$ cat config.mk
export PLATFORM = sky130hd
export DESIGN_NAME = mc_controller
export DESIGN_NICKNAME = d
export VERILOG_FILES = /design/src/rtl/ALU_pkg.sv /design/src/rtl/mc_controller.sv
export SDC_FILE = /design/constraint.sdc
export NUM_CORES = 1
export LEC_CHECK = 0
export ABC_AREA = 1
export BUFFER_PORTS_ARGS = -buffer_cell sky130_fd_sc_hd__buf_2
export CELL_PAD_IN_SITES_DETAIL_PLACEMENT = 1
export CELL_PAD_IN_SITES_GLOBAL_PLACEMENT = 1
export CORE_ASPECT_RATIO = 0.6
export CORE_UTILIZATION = 30
export CTS_BUF_LIST = sky130_fd_sc_hd__clkbuf_8
export DETAILED_ROUTE_END_ITERATION = 12
export HOLD_SLACK_MARGIN = 0.15
export PLACE_DENSITY_LB_ADDON = 0.1
export SLEW_MARGIN = 5
export SYNTH_ARGS = -nofsm -noshare
export SYNTH_HDL_FRONTEND = slang
export SYNTH_SLANG_ARGS = --single-unit
$ cat constraint.sdc
create_clock -name clk -period 1.57 [get_ports clk]
set_clock_uncertainty 0.05 [all_clocks]
set_input_delay 0.0785 -clock clk [delete_from_list [all_inputs] [get_ports clk]]
set_output_delay 0.0785 -clock clk [all_outputs]
set_load 0.01 [all_outputs]
$ cat src/rtl/ALU_pkg.sv
// ALU_pkg: operation codes shared between the controller (issuer) and the ALU.
package ALU_pkg;

    typedef enum logic [3:0] {
        ALU_ADD  = 4'd0,
        ALU_SUB  = 4'd1,
        ALU_SLL  = 4'd2,
        ALU_SLT  = 4'd3,
        ALU_SLTU = 4'd4,
        ALU_XOR  = 4'd5,
        ALU_SRL  = 4'd6,
        ALU_SRA  = 4'd7,
        ALU_OR   = 4'd8,
        ALU_AND  = 4'd9,
        ALU_SrB  = 4'd10   // pass operand B through (LUI)
    } ALUop_t;

endpackage

$ cat src/rtl/mc_controller.sv
// mc_controller: multicycle control unit for the riscv32i core.
// Sequences each RV32I instruction through fetch / decode / execute / memory /
// writeback states and drives the datapath muxes, write enables and ALU op.
//
// Ports:
//   clk, rst_n            clock, asynchronous active-low reset
//   op, funct3, funct7b5  instruction fields IR[6:0], IR[14:12], IR[30]
//   Zero                  ALU zero flag (used only in BRANCH)
//   mem_ready             memory access completes this cycle
//   PCWrite, IRWrite      PC / IR+OldPC write enables
//   RegWrite, MemWrite    register-file / data-memory write enables
//   AdrSrc                memory address select (0 PC, 1 Result)
//   ALUSrcA, ALUSrcB      ALU operand selects
//   ResultSrc             result select (00 ALUOut, 01 Data, 10 ALUResult)
//   ImmSrc                immediate format (I,S,B,J,U = 0..4)
//   ALUControl            ALU operation
//   instr_done            pulse in the last state of each instruction
//   illegal               sticky, set once an unsupported instruction is seen
module mc_controller
    import ALU_pkg::*;
(
    input  logic       clk,
    input  logic       rst_n,
    input  logic [6:0] op,
    input  logic [2:0] funct3,
    input  logic       funct7b5,
    input  logic       Zero,
    input  logic       mem_ready,
    output logic       PCWrite,
    output logic       IRWrite,
    output logic       RegWrite,
    output logic       MemWrite,
    output logic       AdrSrc,
    output logic [1:0] ALUSrcA,
    output logic [1:0] ALUSrcB,
    output logic [1:0] ResultSrc,
    output logic [2:0] ImmSrc,
    output ALUop_t     ALUControl,
    output logic       instr_done,
    output logic       illegal
);

    localparam logic [6:0] OP_LOAD   = 7'b0000011;
    localparam logic [6:0] OP_STORE  = 7'b0100011;
    localparam logic [6:0] OP_R      = 7'b0110011;
    localparam logic [6:0] OP_I      = 7'b0010011;
    localparam logic [6:0] OP_BRANCH = 7'b1100011;
    localparam logic [6:0] OP_JAL    = 7'b1101111;
    localparam logic [6:0] OP_JALR   = 7'b1100111;
    localparam logic [6:0] OP_LUI    = 7'b0110111;
    localparam logic [6:0] OP_AUIPC  = 7'b0010111;

    typedef enum logic [3:0] {
        S_FETCH, S_DECODE, S_MEMADR, S_MEMREAD, S_MEMWB, S_MEMWRITE,
        S_EXECR, S_EXECI, S_ALUWB, S_JAL, S_JALR1, S_LUI, S_AUIPC,
        S_BRANCH, S_TRAP
    } state_t;

    state_t state_q, state_d;

    // Ungated write enables; the real outputs are forced low while rst_n=0.
    logic pc_write_c, ir_write_c, reg_write_c, mem_write_c, done_c;

    function automatic logic [2:0] imm_decode(input logic [6:0] o);
        case (o)
            OP_STORE:          return 3'b001;
            OP_BRANCH:         return 3'b010;
            OP_JAL:            return 3'b011;
            OP_LUI, OP_AUIPC:  return 3'b100;
            default:           return 3'b000;
        endcase
    endfunction

    function automatic ALUop_t alu_decode(input logic [2:0] f3, input logic f7b5,
                                          input logic rtype);
        case (f3)
            3'b000:  return (rtype && f7b5) ? ALU_SUB : ALU_ADD;
            3'b001:  return ALU_SLL;
            3'b010:  return ALU_SLT;
            3'b011:  return ALU_SLTU;
            3'b100:  return ALU_XOR;
            3'b101:  return f7b5 ? ALU_SRA : ALU_SRL;
            3'b110:  return ALU_OR;
            default: return ALU_AND;
        endcase
    endfunction

    // BEQ/BNE compare by subtraction; the ordered compares produce 0/1 via
    // SLT/SLTU, so the taken sense on Zero flips between the two groups.
    function automatic ALUop_t branch_alu(input logic [2:0] f3);
        case (f3[2:1])
            2'b00:   return ALU_SUB;
            2'b10:   return ALU_SLT;
            2'b11:   return ALU_SLTU;
            default: return ALU_ADD;
        endcase
    endfunction

    function automatic logic branch_taken(input logic [2:0] f3, input logic z);
        case (f3)
            3'b000, 3'b101, 3'b111: return z;
            3'b001, 3'b100, 3'b110: return !z;
            default:                return 1'b0;
        endcase
    endfunction

    function automatic logic branch_valid(input logic [2:0] f3);
        return f3[2:1] != 2'b01;
    endfunction

    always_ff @(posedge clk or negedge rst_n) begin
        if (!rst_n) begin
            state_q <= S_FETCH;
        end else begin
            state_q <= state_d;
        end
    end

    always_comb begin
        state_d     = state_q;
        pc_write_c  = 1'b0;
        ir_write_c  = 1'b0;
        reg_write_c = 1'b0;
        mem_write_c = 1'b0;
        done_c      = 1'b0;
        AdrSrc      = 1'b0;
        ALUSrcA     = 2'b00;
        ALUSrcB     = 2'b00;
        ResultSrc   = 2'b00;
        ALUControl  = ALU_ADD;
        ImmSrc      = imm_decode(op);

        unique case (state_q)
            S_FETCH: begin
                ir_write_c = mem_ready;
                pc_write_c = mem_ready;
                ALUSrcB    = 2'b10;
                ResultSrc  = 2'b10;
                if (mem_ready) state_d = S_DECODE;
            end
            S_DECODE: begin
                ALUSrcA = 2'b01;
                ALUSrcB = 2'b01;
                case (op)
                    OP_LOAD, OP_STORE: state_d = S_MEMADR;
                    OP_R:              state_d = S_EXECR;
                    OP_I:              state_d = S_EXECI;
                    OP_BRANCH:         state_d = S_BRANCH;
                    OP_JAL:            state_d = S_JAL;
                    OP_JALR:           state_d = S_JALR1;
                    OP_LUI:            state_d = S_LUI;
                    OP_AUIPC:          state_d = S_AUIPC;
                    default:           state_d = S_TRAP;
                endcase
            end
            S_MEMADR: begin
                ALUSrcA = 2'b10;
                ALUSrcB = 2'b01;
                state_d = (op == OP_STORE) ? S_MEMWRITE : S_MEMREAD;
            end
            S_MEMREAD: begin
                AdrSrc = 1'b1;
                if (mem_ready) state_d = S_MEMWB;
            end
            S_MEMWB: begin
                ResultSrc   = 2'b01;
                reg_write_c = 1'b1;
                done_c      = 1'b1;
                state_d     = S_FETCH;
            end
            S_MEMWRITE: begin
                AdrSrc      = 1'b1;
                mem_write_c = 1'b1;
                done_c      = mem_ready;
                if (mem_ready) state_d = S_FETCH;
            end
            S_EXECR: begin
                ALUSrcA    = 2'b10;
                ALUControl = alu_decode(funct3, funct7b5, 1'b1);
                state_d    = S_ALUWB;
            end
            S_EXECI: begin
                ALUSrcA    = 2'b10;
                ALUSrcB    = 2'b01;
                ALUControl = alu_decode(funct3, funct7b5, 1'b0);
                state_d    = S_ALUWB;
            end
            S_ALUWB: begin
                reg_write_c = 1'b1;
                done_c      = 1'b1;
                state_d     = S_FETCH;
            end
            // PC <= ALUOut (target from DECODE or JALR1) while the ALU forms
            // OldPC+4, which ALUWB then writes to rd.
            S_JAL: begin
                ALUSrcA    = 2'b01;
                ALUSrcB    = 2'b10;
                pc_write_c = 1'b1;
                state_d    = S_ALUWB;
            end
            S_JALR1: begin
                ALUSrcA = 2'b10;
                ALUSrcB = 2'b01;
                state_d = S_JAL;
            end
            S_LUI: begin
                ALUSrcB    = 2'b01;
                ALUControl = ALU_SrB;
                state_d    = S_ALUWB;
            end
            S_AUIPC: begin
                ALUSrcA = 2'b01;
                ALUSrcB = 2'b01;
                state_d = S_ALUWB;
            end
            S_BRANCH: begin
                ALUSrcA    = 2'b10;
                ALUControl = branch_alu(funct3);
                done_c     = 1'b1;
                if (branch_valid(funct3)) begin
                    pc_write_c = branch_taken(funct3, Zero);
                    state_d    = S_FETCH;
                end else begin
                    state_d    = S_TRAP;
                end
            end
            S_TRAP: begin
                state_d = S_TRAP;
            end
            default: begin
                state_d = S_TRAP;
            end
        endcase
    end

    // The reset forces FETCH, whose enables follow mem_ready; gating with
    // rst_n keeps every enable low for the whole time reset is held.
    assign PCWrite    = rst_n & pc_write_c;
    assign IRWrite    = rst_n & ir_write_c;
    assign RegWrite   = rst_n & reg_write_c;
    assign MemWrite   = rst_n & mem_write_c;
    assign instr_done = rst_n & done_c;
    // TRAP only exits through reset, so the state itself is the sticky flag.
    assign illegal    = (state_q == S_TRAP);

endmodule

==> results of run 1 <==
[cells in the final DEF, fill, tap and decap left out, types with 3 or more instances in the layout]
cell,n
dlygate4sd3_1,4
nor2_4,7
nand2_1,38
buf_2,34
a21oi_1,9
o21ai_0,7
clkbuf_8,3
dfrtp_2,4
nor2_1,26
buf_4,14
inv_2,8
nand2_4,5
a31oi_1,3
inv_1,22
nand3_1,11
[metrics by stage]
step | std cells | hold WS (ns) | TNS [ns]
3_5_place_dp | 219 | -0.150 | 0
4_1_cts | 230 | 0.346 | -0.0280
2_1_floorplan | 152 | -0.267 | 0
6_report | 240 | 0.417 | -0.155
3_3_place_gp | 219 | -0.153 | 0
5_1_grt | 240 | 0.465 | -0.453
[cells in the mapped netlist (all sizes together)]
| cell type | count |
|---|---|
| nand2 | 44 |
| xor2 | 1 |
| a41oi | 2 |
| inv | 29 |
| a21oi | 10 |
| nor2 | 34 |
| a21o | 1 |
| o22ai | 1 |
| dfrtp | 4 |
| a31oi | 4 |
| clkinv | 1 |
| nor3 | 1 |
| nand3 | 12 |
| o21ai | 8 |
[metal layers]
layer	vias to the layer above	track usage, %	share of wire, %
li1	592	-	-
met1	598	37.0	46
met2	47	37.3	46
met3	14	3.53	5.5
met4	0	8.33	2.4
met5	-	0	0
[cell families after synthesis]
| kind of cell | share of synthesized area [%] |
|---|---|
| XOR/XNOR | 1.10 |
| AO/OA/AOI/OAI | 21.6 |
| buffers and inverters | 14.1 |
| AND/OR/NAND/NOR | 50.7 |
| flip-flops | 12.5 |
[final cells by class]
cell class | count | area share, %
sequential | 4 | 8.31
timing repair buffer | 53 | 25.8
tap | 32 | 3.17
inverter | 30 | 8.90
clock buffer | 3 | 3.26
multi-input combinational | 118 | 50.5
[worst paths after layout]
| kind | startpoint | to | slack, ns |
|---|---|---|---|
| hold reg to reg | state_q[1]$_DFFE_PN0P_ | state_q[1]$_DFFE_PN0P_ | 0.61 |
| max in group asynchronous | rst_n | state_q[3]$_DFFE_PN0P_ | 0.61 |
| min in group asynchronous | rst_n | state_q[0]$_DFFE_PN0P_ | 0.69 |
| setup reg to reg | state_q[1]$_DFFE_PN0P_ | state_q[3]$_DFFE_PN0P_ | 0.02 |
| setup / recovery | state_q[1]$_DFFE_PN0P_ | ALUControl[2] | -0.05 |
| hold / removal | op[6] | state_q[1]$_DFFE_PN0P_ | 0.42 |
[power by group through the flow]
stage	Combinational (uW)	Sequential, uW	Clock [uW]
final	1470	278	219
after global routing	1580	276	233
after CTS	1180	263	224
after detailed placement	1050	249	0
after global placement	1040	247	0
after floorplan	723	226	0
[what timing repair did]
item | CTS | global route
hold endpoints to repair | 5 | 0
pin swaps | 1 | 4
resized for setup | 10 | 11
hold buffers | 4 | 0
setup endpoints to repair | 7 | 10
setup buffers | 4 | 10
[worst min-delay path, delay by kind of cell]
| family | cells | cell delay (ns) |
|---|---|---|
| buffers and inverters | 1 | 0.13 |
| AOI/OAI and AO/OA | 2 | 0.14 |
| and+or+nand+nor | 4 | 0.30 |
==> run_results.csv, run 1 <==
group,metric,value,unit
run_status,status,"finished with violations",
run_status,violations,"setup timing",
synth,seq_area_frac_synth,12.5,%
flow_run,maxCapViolations,0,
worst_setup_path,path_depth,7,
grt,antenna_found_initial,0,
pwr,swShare,53.3,%
timing,timing.final.crit_share,103,%
worst_setup_path,required,1.44,ns
cells_and_area,final-seq-area,105,sq um
cells_and_area,antenna_cells,0,
pwr,pwr-share-comb,74.7,%
route,detail_route.wl_per_cell,16.2,um
route,drc,0,
route,via_per_inst,5.21,
placed_design,gp_congestion,0.854,
route,drt_iter0_markers,58,
clocking,clk_path_buf_depth,2,
route,postRouteAntennaNets,0,
synth,yosysWarnings,0,
grt,grt_pass1_wl,5300,um
synth,syn_avg_cell_area,5.26,sq um
placed_design,hpwl,2530,um
synth,yosys.area.top_type,"nand2_1",
worst_setup_path,critical_path_class,"reg -> out",
placed_design,port_buffers,34,
floorplan,placeableCoreArea,2520,sq um
worst_setup_path,slowest_delay,0.43,ns
cells_and_area,post_route_cells_drive_above_1_share,39.4,%
cells_and_area,top_register,"state_q",
floorplan,num_io_pins,35,
cells_and_area,multi_input_area,639,sq um
timing,worst_slew_pin_slew,0.329,ns
timing,slew_headroom,78.0,%
synth,ys_ff_latch,4,
route,vias,1251,
clocking,clk_pin_slew,0.03,ns
worst_setup_path,path_delay_family,"buffers and inverters",
hold_path,min_path_cells,7,
pwr,pwr-share-seq,14.2,%
cells_and_area,fillers,364,
timing,fin_crit,1.62,ns
timing,setup_viol,5,
timing,max_freq,618,MHz
worst_setup_path,r2r_cells,7,
timing,hold_viol,0,
cells_and_area,nNetsFinal,225,
clocking,cts_sinks,4,
clocking,clk-insertion-delay-late,0.22,ns
hold_path,hold_class,"in -> reg",
clocking,cts_tree,"done",
pwr,intPower,916,uW
worst_setup_path,path_buf_inv,5,
cells_and_area,fin_area,1260,sq um
cells_and_area,syn2layout_area_growth,58.2,%
grt,globalRouteOverflowTotal,0,
pwr,power-per-cell-area,1550,nW/um^2
floorplan,fp.dieW,68.6,um
worst_setup_path,crit_fanout,4,
synth,postSynthCellCount,152,
pwr,peakVddDrop,0.706,mV
grt,grt_max_degree,7,
cells_and_area,top_regs,"state_q (4)",
floorplan,num_rows,14,
worst_setup_path,critPathSlowestCell,"dfrtp_2",
worst_setup_path,critPathLaunchType,"flop",
floorplan,die_y,42.0,um
timing,rsz0062_at_grt,"true",
grt,grt_pass1_vias,1139,
placed_design,pre_cts_slack,0.0479,ns
pwr,power.switching,1050,uW
route,routed_wl,3890,um
cells_and_area,final_util,50.1,%
route,firstDrtPassIters,4,
floorplan,initial_core_util,31.7,%
synth,synth_nets,167,
worst_setup_path,path_cells,"inv_2 > buf_4 > buf_4 > nor2_4 > inv_2 > o22ai_1 > buf_2",
clocking,root_buffer,"clkbuf_8",
synth,yosys-top-cells-area,"nand2_1 (18%), nor2_1 (13%), dfrtp_1 (13%)",
pwr,pwr-share-clk,11.2,%
synth,netlist.area_leader.share,18.3,%
clocking,cts_buffers,3,
synth,ys_types,22,
cells_and_area,largest_register_ffs,4,
grt,grt_use_total,25.2,%
pwr,leakage,0.000749,uW
pwr,power.total,1960,uW
worst_setup_path,cp.arrival,1.49,ns
floorplan,dieArea,2880,sq um
clocking,ctsHtreeMaxLevel,1,
timing,drv_slew,0,
placed_design,placed_area,1020,sq um
worst_setup_path,crit_path_end_kind,"output pin",
timing,worst_slack,-0.0476,ns
synth,syn-cell-area,800,sq um
(Power assumes the default switching activity.)
==> inputs of run 2 (changes only) <==
--- a/config.mk
+++ b/config.mk
@@ -10,7 +10,7 @@
 export CELL_PAD_IN_SITES_DETAIL_PLACEMENT = 1
 export CELL_PAD_IN_SITES_GLOBAL_PLACEMENT = 1
 export CORE_ASPECT_RATIO = 0.6
-export CORE_UTILIZATION = 30
+export CORE_UTILIZATION = 33
 export CTS_BUF_LIST = sky130_fd_sc_hd__clkbuf_8
 export DETAILED_ROUTE_END_ITERATION = 12
 export HOLD_SLACK_MARGIN = 0.15
==> constraint.sdc (replaced) <==
create_clock -name clk -period 1.9 [get_ports clk]
set_clock_uncertainty 0.05 [all_clocks]
set_input_delay 0.095 -clock clk [delete_from_list [all_inputs] [get_ports clk]]
set_output_delay 0.095 -clock clk [all_outputs]
set_load 0.01 [all_outputs]
==> run 2 against run 1 <==
  * Clock-buffer cell count did not move
  * The run now ends clean
  * Flip-flop and latch count is the same
  * Largest power group unchanged
  * Sequential power decreased by 23%
  * Wire length shrank 21%
  * Design area fell by 15%
  * Via count decreased by 12%
  * Combinational power fell by 40%
  * Setup slack better by 0.18 ns
  * Die area down 8.8%
  * Non-clock buffer count decreased by 16
  * First-iteration DRC count shrank 10%
  * Core utilization shrank 1.9 points
==> run_results.csv, run 2 (same netlist as run 1, synthesis figures left out) <==
group,metric,value,unit
worst_setup_path,critPathSlowestCell,"dfrtp_1",
pwr,pwr-share-clk,15.0,%
worst_setup_path,crit_path_frequent_cell,"inv_2",
clocking,root_buffer,"clkbuf_8",
clocking,clk_path_buf_depth,2,
timing,hold_viol,0,
route,wl_met3,171,um
cells_and_area,final_util,48.2,%
timing,rsz0062_at_grt,"false",
route,via_per_inst,4.94,
placed_design,pre_cts_slack,0.328,ns
route,firstDrtPassIters,4,
worst_setup_path,crit_fanout,7,
pwr,pwr-share-seq,16.6,%
clocking,cts_tree,"done",
worst_setup_path,cp.arrival,1.62,ns
pwr,intPower,577,uW
cells_and_area,antenna_cells,0,
route,detail_route.wl_per_cell,13.8,um
timing,setup_tns,0,ns
placed_design,gp_congestion,0.917,
pwr,swShare,55.1,%
timing,drv_slew,0,
route,m1WireLength,1630,um
floorplan,num_rows,13,
cells_and_area,top_regs,"state_q (4)",
route,postRouteAntennaNets,0,
clocking,clk-insertion-delay-late,0.23,ns
floorplan,fp.dieW,65.5,um
cells_and_area,final_common_cell,"nand2_1",
route,vias,1097,
grt,antenna_found_initial,0,
run_status,status,"finished, final reports clean",
clocking,clk_pin_slew,0.04,ns
hold_path,hold_class,"in -> reg",
grt,grt_pass1_vias,966,
timing,worst_slew_pin_slew,0.324,ns
route,drc,0,
cells_and_area,post_route_cells_drive_above_1_share,30.7,%
floorplan,die_y,40.1,um
timing,worst_slack,0.130,ns
route,route.top_layer_used,"met4",
placed_design,hpwl,2550,um
timing,holdWs,0.145,ns
cells_and_area,nNetsFinal,209,
grt,grt_pass1_wl,4750,um
timing,max_freq,565,MHz
route,dr_wl_met2,1230,um
worst_setup_path,critPathLaunchType,"flop",
route,drt_iter0_markers,52,
floorplan,initial_core_util,35.9,%
grt,grt_use_total,25.7,%
worst_setup_path,slowest_delay,0.46,ns
worst_setup_path,critical_path_class,"reg -> out",
grt,globalRouteOverflowTotal,0,
floorplan,placeableCoreArea,2230,sq um
clocking,cts_sinks,4,
floorplan,dieArea,2630,sq um
worst_setup_path,path_buf_inv,3,
worst_setup_path,required,1.75,ns
timing,fin_crit,1.77,ns
clocking,cts_buffers,3,
floorplan,num_io_pins,35,
timing,timing.final.crit_share,93.1,%
route,routed_wl,3070,um
pwr,power-per-cell-area,1200,nW/um^2
cells_and_area,mostFrequentLayoutCells,"nand2_1 (39), buf_2 (34), nor2_1 (28)",
flow_run,maxCapViolations,0,
grt,grt_max_degree,8,
timing,slew_headroom,78.4,%
clocking,ctsHtreeMaxLevel,1,
worst_setup_path,path_delay_family,"simple AND/OR/NAND/NOR gates",
cells_and_area,syn2layout_area_growth,34.4,%
pwr,pwr-share-comb,68.3,%
pwr,leakage,0.000649,uW
worst_setup_path,crit_path_end_kind,"output pin",
timing,setup_viol,0,
cells_and_area,top_register,"state_q",
pwr,power.switching,708,uW
placed_design,port_buffers,34,
worst_setup_path,path_cells,"inv_2 > nand2_4 > nor2_4 > inv_2 > nor2_2 > nand3_1 > a41oi_2 > buf_2",
cells_and_area,largest_register_ffs,4,
pwr,peakVddDrop,0.508,mV
==> run 2: cell types whose count changed in the layout (fill, tap and decap cells not counted), moves of 2 or more <==
cell	previous run	this run
nor2_2	1	4
nor2_4	7	2
nand2_2	1	3
inv_1	22	24
dlygate4sd3_1	4	1
inv_2	8	5
nor2_1	26	28
dfrtp_1	0	3
dfrtp_2	4	1
nand2_4	5	2
buf_4	14	2
==> run 2: worst paths after layout <==
check                                            start                endpoint  slack (ns)  cells past startpoint
worst max register to register  state_q[0]$_DFFE_PN0P_  state_q[1]$_DFFE_PN0P_        0.38                      6
worst max-delay path            state_q[1]$_DFFE_PN0P_                 PCWrite        0.13                      8
min in group asynchronous                        rst_n  state_q[0]$_DFFE_PN0P_        0.17                      2
max in group asynchronous                        rst_n  state_q[3]$_DFFE_PN0P_        1.47                      2
worst min register to register  state_q[2]$_DFFE_PN0P_  state_q[2]$_DFFE_PN0P_        0.60                      2
worst min-delay path                         mem_ready  state_q[0]$_DFFE_PN0P_        0.14                      4
==> run 2: tightest hold or removal path, stage by stage <==
cell     delay [ns]
buf_2          0.14
a21oi_1        0.05
inv_1          0.05
nand2_1        0.04
==> run 2: what timing repair did <==
action / in CTS / in global routing
hold endpoints to repair: 4 / 0
hold buffers: 1 / 0
setup endpoints to repair: 0 / 1
resized for setup: 0 / 1
setup buffers: 0 / 2
==> run 2: final cells by class <==
cell class                 instances  area (sq um)
sequential                         4           101
inverter                          30           113
multi-input combinational        118           587
fill                             333          1150
clock buffer                       3          41.3
timing repair buffer              37           195
tap                               30          37.5
==> run 2: power groups by stage <==
stage	registers [uW]	logic [uW]	clock network (uW)
floorplan	187	598	0
global placement	206	844	0
detailed placement	210	867	0
CTS	208	872	194
global route	220	981	201
finish	214	878	193
==> run 2: per-stage QoR <==
step | std cells | area, sq um | total power, uW
final | 222 | 1070 | 1280
after global routing | 222 | 1070 | 1400
after CTS | 220 | 1060 | 1270
after floorplan | 152 | 800 | 784
after detailed placement | 216 | 1010 | 1080
after global placement | 216 | 1010 | 1050
==> run 2: metal layers <==
metal  GRT usage, %  vias to the layer above
li1               -                      563
met1           37.2                      497
met2           36.6                       32
met3           7.39                        5
met4           6.52                        0
met5              0                        -
==> inputs of run 3 (changes only) <==
--- a/config.mk
+++ b/config.mk
@@ -5,12 +5,11 @@
 export SDC_FILE = /design/constraint.sdc
 export NUM_CORES = 1
 export LEC_CHECK = 0
-export ABC_AREA = 1
 export BUFFER_PORTS_ARGS = -buffer_cell sky130_fd_sc_hd__buf_2
 export CELL_PAD_IN_SITES_DETAIL_PLACEMENT = 1
 export CELL_PAD_IN_SITES_GLOBAL_PLACEMENT = 1
 export CORE_ASPECT_RATIO = 0.6
-export CORE_UTILIZATION = 33
+export CORE_UTILIZATION = 30
 export CTS_BUF_LIST = sky130_fd_sc_hd__clkbuf_8
 export DETAILED_ROUTE_END_ITERATION = 12
 export HOLD_SLACK_MARGIN = 0.15
==> constraint.sdc (replaced) <==
create_clock -name clk -period 1.6 [get_ports clk]
set_clock_uncertainty 0.05 [all_clocks]
set_input_delay 0.08 -clock clk [delete_from_list [all_inputs] [get_ports clk]]
set_output_delay 0.08 -clock clk [all_outputs]
set_load 0.01 [all_outputs]
==> run 3 against run 2 <==
  * The run now ends with setup timing left
  * Core utilization increased by 3.4 points
  * Final cell count is 10% lower
  * Register-to-register slack worse by 0.38 ns
  * Highest routed layer unchanged
  * Synthesized area rose by 2.7%
  * Design area rose by 22%
  * Hold slack better by 0.022 ns
  * Largest cell class unchanged
  * Combinational power decreased by 91%
==> run_results.csv, run 3 <==
group,metric,value,unit
worst_setup_path,required,1.47,ns
run_status,status,"finished with violations",
timing,setup_viol,6,
route,routed_wl,3500,um
pwr,pwr-share-seq,25.2,%
synth,postSynthCellCount,119,
synth,synth_nets,134,
floorplan,placeableCoreArea,2540,sq um
worst_setup_path,cp.arrival,1.58,ns
grt,globalRouteOverflowTotal,0,
synth,synth_top_family_by_area,"simple AND/OR/NAND/NOR gates",
cells_and_area,syn2layout_area_growth,59.9,%
cells_and_area,mostFrequentLayoutCells,"buf_2 (34), buf_4 (17), nor2_1 (12)",
floorplan,initial_core_util,32.3,%
route,m1WireLength,1710,um
grt,antenna_found_initial,0,
hold_path,min_path_cells,3,
synth,yosys.area.top_type,"dfrtp_1",
timing,setup_tns,-0.223,ns
synth,synth_compound_area_share,26.4,%
synth,ys_ff_latch,4,
clocking,clk-insertion-delay-late,0.22,ns
timing,slew_headroom,80.9,%
cells_and_area,top_register,"state_q",
timing,drv_slew,0,
synth,synth_fa_ha_area_share,0,%
pwr,swShare,27.2,%
cells_and_area,antenna_cells,0,
timing,fin_crit,1.71,ns
worst_setup_path,timing.rr.start,"state_q[3]$_DFFE_PN0P_",
synth,netlist.area_leader.share,12.2,%
synth,seq_area_frac_synth,12.2,%
pwr,power-per-cell-area,308,nW/um^2
placed_design,hpwl,2370,um
cells_and_area,nNetsFinal,184,
timing,worst_slack,-0.106,ns
synth,synth_commonest_cells,"nor2_1 (13), nand2_1 (10), nand2b_1 (8)",
synth,yosys-top-cells-area,"dfrtp_1 (12%), nand2b_1 (6.1%), nor2_1 (5.9%)",
timing,rsz0062_at_grt,"true",
pwr,leakage,0.000565,uW
route,wl_met3,163,um
route,vias,1150,
clocking,clk_pin_slew,0.03,ns
route,via_per_inst,5.78,
clocking,root_buffer,"clkbuf_8",
cells_and_area,post_route_cells_drive_above_1_share,46.7,%
synth,ys.flop_type,"dfrtp_1",
synth,syn-cell-area,821,sq um
floorplan,die_y,42.5,um
hold_path,min_from,"op[1]",
route,postRouteAntennaNets,0,
synth,yosysWarnings,0,
synth,ys_types,45,
synth,yosys.area_share.simple,46.3,%
cells_and_area,final_common_cell,"buf_2",
hold_path,hold_class,"in -> reg",
worst_setup_path,r2r_cells,6,
run_status,violations,"setup timing",
pwr,intPower,294,uW
hold_path,whs_endpoint,"state_q[0]$_DFFE_PN0P_",
timing,max_freq,586,MHz
clocking,clk_path_buf_depth,2,
grt,grt_max_degree,16,
synth,synthArstFlopShare,100,%
timing,worst_slew_pin_slew,0.282,ns
placed_design,port_buffers,34,
synth,synth.area.mux_share,3.66,%
floorplan,fp.dieW,69.5,um
cells_and_area,final_util,51.7,%
cells_and_area,top_regs,"state_q (4)",
floorplan,num_io_pins,35,
synth,yosysMostFrequentCell,"nor2_1",
clocking,cts_sinks,4,
worst_setup_path,r2r_slack,0,ns
timing,hold_viol,0,
clocking,ctsHtreeMaxLevel,1,
clocking,cts_buffers,3,
worst_setup_path,critPathLaunchType,"flop",
worst_setup_path,critical_path_class,"reg -> out",
route,firstDrtPassIters,4,
worst_setup_path,crit_fanout,3,
grt,grt_use_total,22.7,%
placed_design,gp_congestion,0.891,
route,drt_iter0_markers,101,
route,drc,0,
flow_run,maxCapViolations,0,
pwr,power.switching,110,uW
pwr,pwr-share-clk,54.8,%
timing,timing.final.crit_share,107,%
grt,grt_pass1_wl,5380,um
grt,grt_pass1_vias,1114,
worst_setup_path,crit_path_end_kind,"output pin",
clocking,cts_tree,"done",
pwr,pwr-share-comb,20.0,%
synth,synthXorXnorAreaFrac,5.34,%
floorplan,num_rows,14,
route,detail_route.wl_per_cell,17.6,um
route,route.top_layer_used,"met4",
synth,syn_avg_cell_area,6.90,sq um
worst_setup_path,crit_path_start,"state_q[3]$_DFFE_PN0P_",
route,dr_wl_met2,1600,um
worst_setup_path,r2r-end,"state_q[2]$_DFFE_PN0P_",
cells_and_area,largest_register_ffs,4,
floorplan,dieArea,2960,sq um
pwr,peakVddDrop,0.233,mV
synth,synth_edf_count,0,
run 3: cell count changes in the layout (fill, tap and decap cells not counted), moves of 8 or more:
| cell | before | now |
|---|---|---|
| inv_1 | 24 | 1 |
| nor2_1 | 28 | 12 |
| nand2_1 | 39 | 9 |
| buf_4 | 2 | 17 |
| nand3_1 | 12 | 4 |
run 3: kinds of logic (layout without fill, tap and decap cells):
logic type	after synthesis	after routing
AND/OR/NAND/NOR	64	64
AO/OA/AOI/OAI	32	32
buffers and inverters	11	59
XOR/XNOR	5	5
flip-flops	4	4
multiplexers	3	3
run 3: critical path, stage by stage, from the launching register on:
cell      delay, ns
dfrtp_1        0.41
nand3b_1       0.21
or4b_4         0.51
o221ai_2       0.07
buf_2          0.15
run 3: how the worst max path moves through the flow:
stage | endpoint | slack [ns]
finish | ALUControl[1] | -0.11
global route | ALUControl[1] | -0.14
CTS | ALUControl[1] | -0.09
detailed placement | state_q[2]$_DFFE_PN0P_ | -0.12
global placement | state_q[2]$_DFFE_PN0P_ | 0.01
floorplan | IRWrite | 0.02
run 3: cell type report:
type	count	area (sq um)
fillers	327	1230
clock buffers	3	41.3
flip-flops and latches	4	103
inverters	2	12.5
repair buffers	54	339
well taps	32	40.0
multi-input cells	104	777
run 3: metrics by stage:
stage                     instance area, sq um  worst slack (ns)  power, uW  hold slack, ns  instances
after floorplan                            821            0.0203        133          -0.266        119
after global placement                    1070            0.0104        173          -0.114        187
after detailed placement                  1070            -0.117        176          -0.110        187
after CTS                                 1160           -0.0851        400           0.172        193
after global routing                      1310            -0.139        416           0.198        199
final                                     1310            -0.106        404           0.167        199
run 3: power by group through the flow:
stage               Sequential, uW  Clock [uW]  Combinational (uW)
finish                         102         221                80.7
global route                   102         227                87.3
CTS                            102         222                76.7
detailed placement             103           0                72.8
global placement               103           0                70.2
floorplan                      103           0                29.7
run 3: per-layer routing:
metal	up-vias	global-route usage, %
met2	32	36.7
met1	576	31.5
met5	-	0
met3	4	3.61
met4	0	5.71
li1	538	-
run 3: repair_timing:
action,in CTS,in global routing
endpoints found under the hold margin,4,0
pin swaps,0,5
setup buffers,2,6
hold buffers,1,0
endpoints found under the setup margin,13,17
resized for setup,7,20
